<file path="config.mk">
export PLATFORM = sky130hd
export DESIGN_NAME = vec_writeback
export DESIGN_NICKNAME = d
export VERILOG_FILES = /design/src/rtl/vec_writeback.sv
export SDC_FILE = /design/constraint.sdc
export NUM_CORES = 2
export LEC_CHECK = 0
export ABC_AREA = 1
export CORE_AREA = 2 2 602 604
export DETAILED_ROUTE_END_ITERATION = 8
export DIE_AREA = 0 0 604 606
export GPL_TIMING_DRIVEN = 0
export PLACE_DENSITY = 0.43
export SLEW_MARGIN = 30
export SYNTH_ARGS = -nofsm -noshare
export SYNTH_HDL_FRONTEND = slang
export SYNTH_SLANG_ARGS = --single-unit
</file>
<file path="constraint.sdc">
create_clock -name clk -period 2.5 [get_ports clk]
set_input_delay 0.625 -clock clk [delete_from_list [all_inputs] [get_ports clk]]
set_output_delay 0.625 -clock clk [all_outputs]
set_load 0.1 [all_outputs]
</file>
<file path="src/rtl/vec_writeback.sv">
// -----------------------------------------------------------------------------
// vec_writeback
//   Last stage of the vector ALU. It accepts one 16-lane, 64-bit-per-lane
//   result and writes it into the 512-bit vector register file.
//     wide mode   : two beats, lanes 0-7 to dest_lo, then lanes 8-15 to dest_hi
//     narrow mode : one beat to dest_lo, each lane cut (truncate) or clamped
//                   (saturate) to a signed 32-bit element
//
// Handshakes (valid/ready, both sides):
//   A transfer happens in a cycle where valid and ready are both 1 at the
//   rising edge. Once valid is raised the producer holds its payload until it
//   sees ready. res_ready is a decode of registered state and rst_n only, so
//   there is no combinational path from res_valid. On the register-file side
//   wr_en/wr_addr/wr_data hold steady while wr_ready is 0.
//
// Ports:
//   clk, rst_n            clock, synchronous active-low reset
//   res_valid/res_ready   result handshake from the ALU
//   res_data              16 signed 64-bit lanes, lane i = res_data[64i+:64]
//   dest_lo, dest_hi      destination registers (dest_hi used in wide mode)
//   narrow, sat_en        single-beat packed writeback / saturate vs truncate
//   wr_en/wr_addr/wr_data register-file write beat
//   wr_ready              register file takes the beat this cycle
//   done                  1-cycle pulse on the final accepted beat
//   ovf                   with done: some lane was clamped (narrow saturate)
// -----------------------------------------------------------------------------
module vec_writeback #(
  parameter int LANES   = 16,
  parameter int LANE_W  = 64,
  parameter int ELEM_W  = 32,
  parameter int RADDR_W = 2
) (
  input  logic                      clk,
  input  logic                      rst_n,
  input  logic                      res_valid,
  output logic                      res_ready,
  input  logic [LANES*LANE_W-1:0]   res_data,
  input  logic [RADDR_W-1:0]        dest_lo,
  input  logic [RADDR_W-1:0]        dest_hi,
  input  logic                      narrow,
  input  logic                      sat_en,
  output logic                      wr_en,
  output logic [RADDR_W-1:0]        wr_addr,
  output logic [LANES*ELEM_W-1:0]   wr_data,
  input  logic                      wr_ready,
  output logic                      done,
  output logic                      ovf
);

  localparam int RES_W  = LANES * LANE_W;
  localparam int DATA_W = LANES * ELEM_W;
  // One wide beat carries half the lanes; with the default geometry this is
  // exactly one register-file word.
  localparam int HALF_W = RES_W / 2;

  typedef enum logic [1:0] {
    S_IDLE  = 2'd0,
    S_WR_LO = 2'd1,
    S_WR_HI = 2'd2
  } state_e;

  state_e               state_q,   state_d;
  logic [RES_W-1:0]     data_q,    data_d;
  logic [RADDR_W-1:0]   dest_lo_q, dest_lo_d;
  logic [RADDR_W-1:0]   dest_hi_q, dest_hi_d;
  logic                 narrow_q,  narrow_d;
  logic                 sat_q,     sat_d;

  // Narrow packing, computed from the capture buffer.
  logic [LANES-1:0]     clamp;
  logic [DATA_W-1:0]    narrow_data;

  for (genvar i = 0; i < LANES; i++) begin : g_pack
    logic [LANE_W-1:0]   lane;
    logic [LANE_W-ELEM_W:0] upper;   // sign-extension bits incl. element MSB
    logic                fits;
    assign lane  = data_q[i*LANE_W +: LANE_W];
    assign upper = lane[LANE_W-1:ELEM_W-1];
    // The lane fits a signed element iff bits [63:31] are all equal.
    assign fits  = (&upper) | ~(|upper);
    assign clamp[i] = sat_q & ~fits;
    assign narrow_data[i*ELEM_W +: ELEM_W] =
      !clamp[i]           ? lane[ELEM_W-1:0] :
      lane[LANE_W-1]      ? {1'b1, {(ELEM_W-1){1'b0}}} :
                            {1'b0, {(ELEM_W-1){1'b1}}};
  end

  always_comb begin
    state_d   = state_q;
    data_d    = data_q;
    dest_lo_d = dest_lo_q;
    dest_hi_d = dest_hi_q;
    narrow_d  = narrow_q;
    sat_d     = sat_q;
    res_ready = (state_q == S_IDLE) && rst_n;
    wr_en     = 1'b0;
    wr_addr   = '0;
    wr_data   = '0;
    done      = 1'b0;
    ovf       = 1'b0;

    unique case (state_q)
      S_IDLE: begin
        if (res_valid && res_ready) begin
          data_d    = res_data;
          dest_lo_d = dest_lo;
          dest_hi_d = dest_hi;
          narrow_d  = narrow;
          sat_d     = sat_en;
          state_d   = S_WR_LO;
        end
      end
      S_WR_LO: begin
        wr_en   = 1'b1;
        wr_addr = dest_lo_q;
        wr_data = narrow_q ? narrow_data : data_q[HALF_W-1:0];
        if (wr_ready) begin
          if (narrow_q) begin
            done    = 1'b1;
            ovf     = |clamp;
            state_d = S_IDLE;
          end else begin
            state_d = S_WR_HI;
          end
        end
      end
      S_WR_HI: begin
        wr_en   = 1'b1;
        wr_addr = dest_hi_q;
        wr_data = data_q[RES_W-1:HALF_W];
        if (wr_ready) begin
          done    = 1'b1;
          state_d = S_IDLE;
        end
      end
      default: state_d = S_IDLE;
    endcase

    // A beat pending while reset is asserted is dropped, not written.
    if (!rst_n) begin
      wr_en   = 1'b0;
      wr_addr = '0;
      wr_data = '0;
      done    = 1'b0;
      ovf     = 1'b0;
    end
  end

  always_ff @(posedge clk) begin
    if (!rst_n) begin
      state_q   <= S_IDLE;
      data_q    <= '0;
      dest_lo_q <= '0;
      dest_hi_q <= '0;
      narrow_q  <= 1'b0;
      sat_q     <= 1'b0;
    end else begin
      state_q   <= state_d;
      data_q    <= data_d;
      dest_lo_q <= dest_lo_d;
      dest_hi_q <= dest_hi_d;
      narrow_q  <= narrow_d;
      sat_q     <= sat_d;
    end
  end

endmodule

</file>
==> results.ini <==
[run_status]
status=finished, violations left
violations=negative setup slack

[power_and_ir_drop]
internal_power_w=0.04132
clockPowerShare_pct=29.1
power_frac_seq_pct=28.5
power.total_w=0.07388
power_density_nw_per_um2=805.1
p_leak_nw=33.63
p_sw_w=0.03256
vdd_drop_max_mv=0.4345
combPwrFrac_pct=42.4
swShare_pct=44.07

[sta]
finalCritPeriodShare_pct=154.3
timing.fmax_mhz=259.3
slew_viol_final=0
rsz0062_at_grt=true
hold_violations=0
final-setup-viol-count=1314
skew_ns=0.03667
period_minus_slack_ns=3.857
relSlewSlack_pct=33.63
worstMarginPinSlew_ns=0.9956
worst_slack_ns=-1.357

[hold_path]
whs_path_depth=3
worstHoldStart=dest_lo[1]
hold_path_class=in -> reg

[die]
row_count=221
die_width_um=604
fp.coreArea_sq_um=360300
ios=1552
die_area_sq_um=366000
start_util_pct=14.94
die_y_um=606

[routing]
finalWirelength_mm=516.3
drtPass1Iterations=6
wl_met3_mm=33.76
viasPerCell=4.518
m1WireLength_mm=201.2
wire_per_inst_um=34.19
ant_nets=0
wl_met2_mm=249.5
drc=0
drt_iter0_drc=6708
top_layer=met5
num_vias=68220

[layout]
final_cell_mix=a21oi_1 (1304), nand2_1 (1215), clkdlybuf4s50_1 (1032)
final_area_sq_um=91770
stdcell_count=15100
layout-drive-gt1-share_pct=25.02
mostFrequentLayoutCell=a21oi_1
nets=11130
areaGrowthSynthToFinish_pct=70.53

[global_route]
grtUsageTotal_pct=26.63
antenna_found_initial=191
grt_pass1_vias=64470
gr-total-overflow=0
grt_pass1_wl_mm=640.9
grt_start_max_net_pins=12

[placement]
dp_cells=14520
dp_hpwl_mm=431.8
place.gp.congestion=0.9779
port_buffers=1550
placed_cell_area_sq_um=74880

[yosys]
yosys.area.top_type_share_pct=38.39
syn_nets=9207
ys_ff_latch=1032
ys_warn_count=0
synth_area_leader_cell=dfxtp_1
yosysUniqueCellTypes=27
yosysSeqAreaShare_pct=38.39
synth_area_sq_um=53810
avgSynthCellArea_sq_um=6.587
synth_area_leaders=dfxtp_1 (38%), a21oi_1 (14%), nand2_1 (9.4%)
netlist_instances=8170

[clock_network]
clock_latency_ns=0.85
cts_buffer_depth=4
htree_num_levels=4
cts_root_buffer=clkbuf_16
cts.clk_slew.worst_paths_ns=0.06
cts_inserted_buffers=145
cts.sink_count=1032
ctsHoldBuffers=0
cts_tree=done

[flow_run]
maxCapViolations=0

[setup_path]
end_kind=primary output
required_ns=1.88
cp_data_arrival_time_ns=3.23
worstSetupPathType=reg -> out
start_kind=register
crit_start=state_q[1]
reg2reg_from=state_q[1]
r2r_cells=10
critPathMaxFanout=10

per-layer routing:
metal | track usage [%] | up-vias
met5 | 0 | -
met4 | 13.70 | 60
met3 | 4.286 | 810
met2 | 46.12 | 3062
met1 | 31.62 | 33310
li1 | - | 30980
through the flow:
stage / hold slack, ns / util (%) / worst slack (ns) / setup TNS, ns
after floorplan: 0.4401 / - / -0.7178 / -333.98
final: 0.3163 / 25.47 / -1.357 / -759.93
after global routing: 0.2996 / 25.44 / -1.414 / -870.84
after CTS: 0.2388 / 23.58 / -1.463 / -939.95
after detailed placement: 0.4545 / 20.78 / -3.057 / -1663.07
after global placement: 0.4513 / 20.99 / -3.373 / -2053.32
worst max-delay path, cell delays in order (launching register included):
cell     delay, ns
dfxtp_2       0.33
inv_2         0.08
ha_4          0.19
inv_6         0.04
nor2_4        0.14
buf_6         0.12
buf_8         0.11
inv_16        0.06
buf_16        0.18
buf_12        0.17
o22ai_1       0.39
a21oi_1       0.13
nor2_1        0.12
buf_4         0.30
power by group through the flow:
stage                     Clock, W  Sequential [W]  Combinational (W)
after floorplan                  0          0.0203             0.0127
after global placement           0          0.0212             0.0247
after detailed placement         0          0.0212             0.0248
after CTS                   0.0219          0.0209             0.0281
after global routing        0.0224          0.0213             0.0328
final                       0.0215          0.0211             0.0313
registers in the layout (all words and copies together), names as in the netlist:
register / flops
data_q: 1024
dest_hi_q: 2
dest_lo_q: 2
narrow_q: 1
sat_q: 1
state_q: 2
path summary, 6_finish.rpt:
check | to | slack [ns]
worst max-delay path | wr_data[292] | -1.36
worst min-delay path | dest_lo_q[1] | 0.32
worst max register to register | data_q[546] | -0.55
worst min register to register | data_q[0] | 0.47
cells by family after synthesis:
logic type      after synthesis  synth area share, %
buf+inv                    1711                14.21
fa+ha+maj                     3              0.06976
simple gates               2409                17.76
compound gates             3015                29.57
flops                      1032                38.39
synthesized netlist by cell type:
library cell / instances
clkinv_2: 1
o21a_1: 1
dfxtp_1: 1032
inv_1: 1011
buf_6: 96
o21ai_2: 30
o22ai_1: 477
nor2_2: 2
nand3_1: 111
nor2_1: 858
ha_1: 3
buf_4: 56
nand2_1: 1343
inv_2: 47
buf_1: 6
o21ai_0: 665
o21ai_1: 329
nor3_1: 7
a21oi_2: 30
a21oi_1: 1483
nand2_4: 1
buf_2: 207
nand3_2: 16
clkbuf_1: 284
buf_8: 3
nand4_1: 59
nand4_2: 12
final cells by class:
class | instances | area (sq um)
Multi-Input combinational cell | 5427 | 31340
Tap cell | 4794 | 5998
Fill cell | 40180 | 268500
Clock buffer | 210 | 4227
Sequential cell | 1032 | 20810
Inverter | 1059 | 4073
Buffer | 649 | 5334
Timing Repair Buffer | 1775 | 19240
Timing Repair inverter | 2 | 36.28
Clock inverter | 39 | 429.2
Antenna cell | 113 | 282.8
what timing repair did:
| item | in CTS | in global routing |
|---|---|---|
| pin swaps | 81 | 223 |
| gates cloned | 14 | 27 |
| setup endpoints to repair | 1325 | 1463 |
| endpoints found under the hold margin | 0 | 0 |
| setup buffers | 85 | 95 |
| gates resized for setup | 3157 | 1561 |
(Power assumes the default switching activity.)
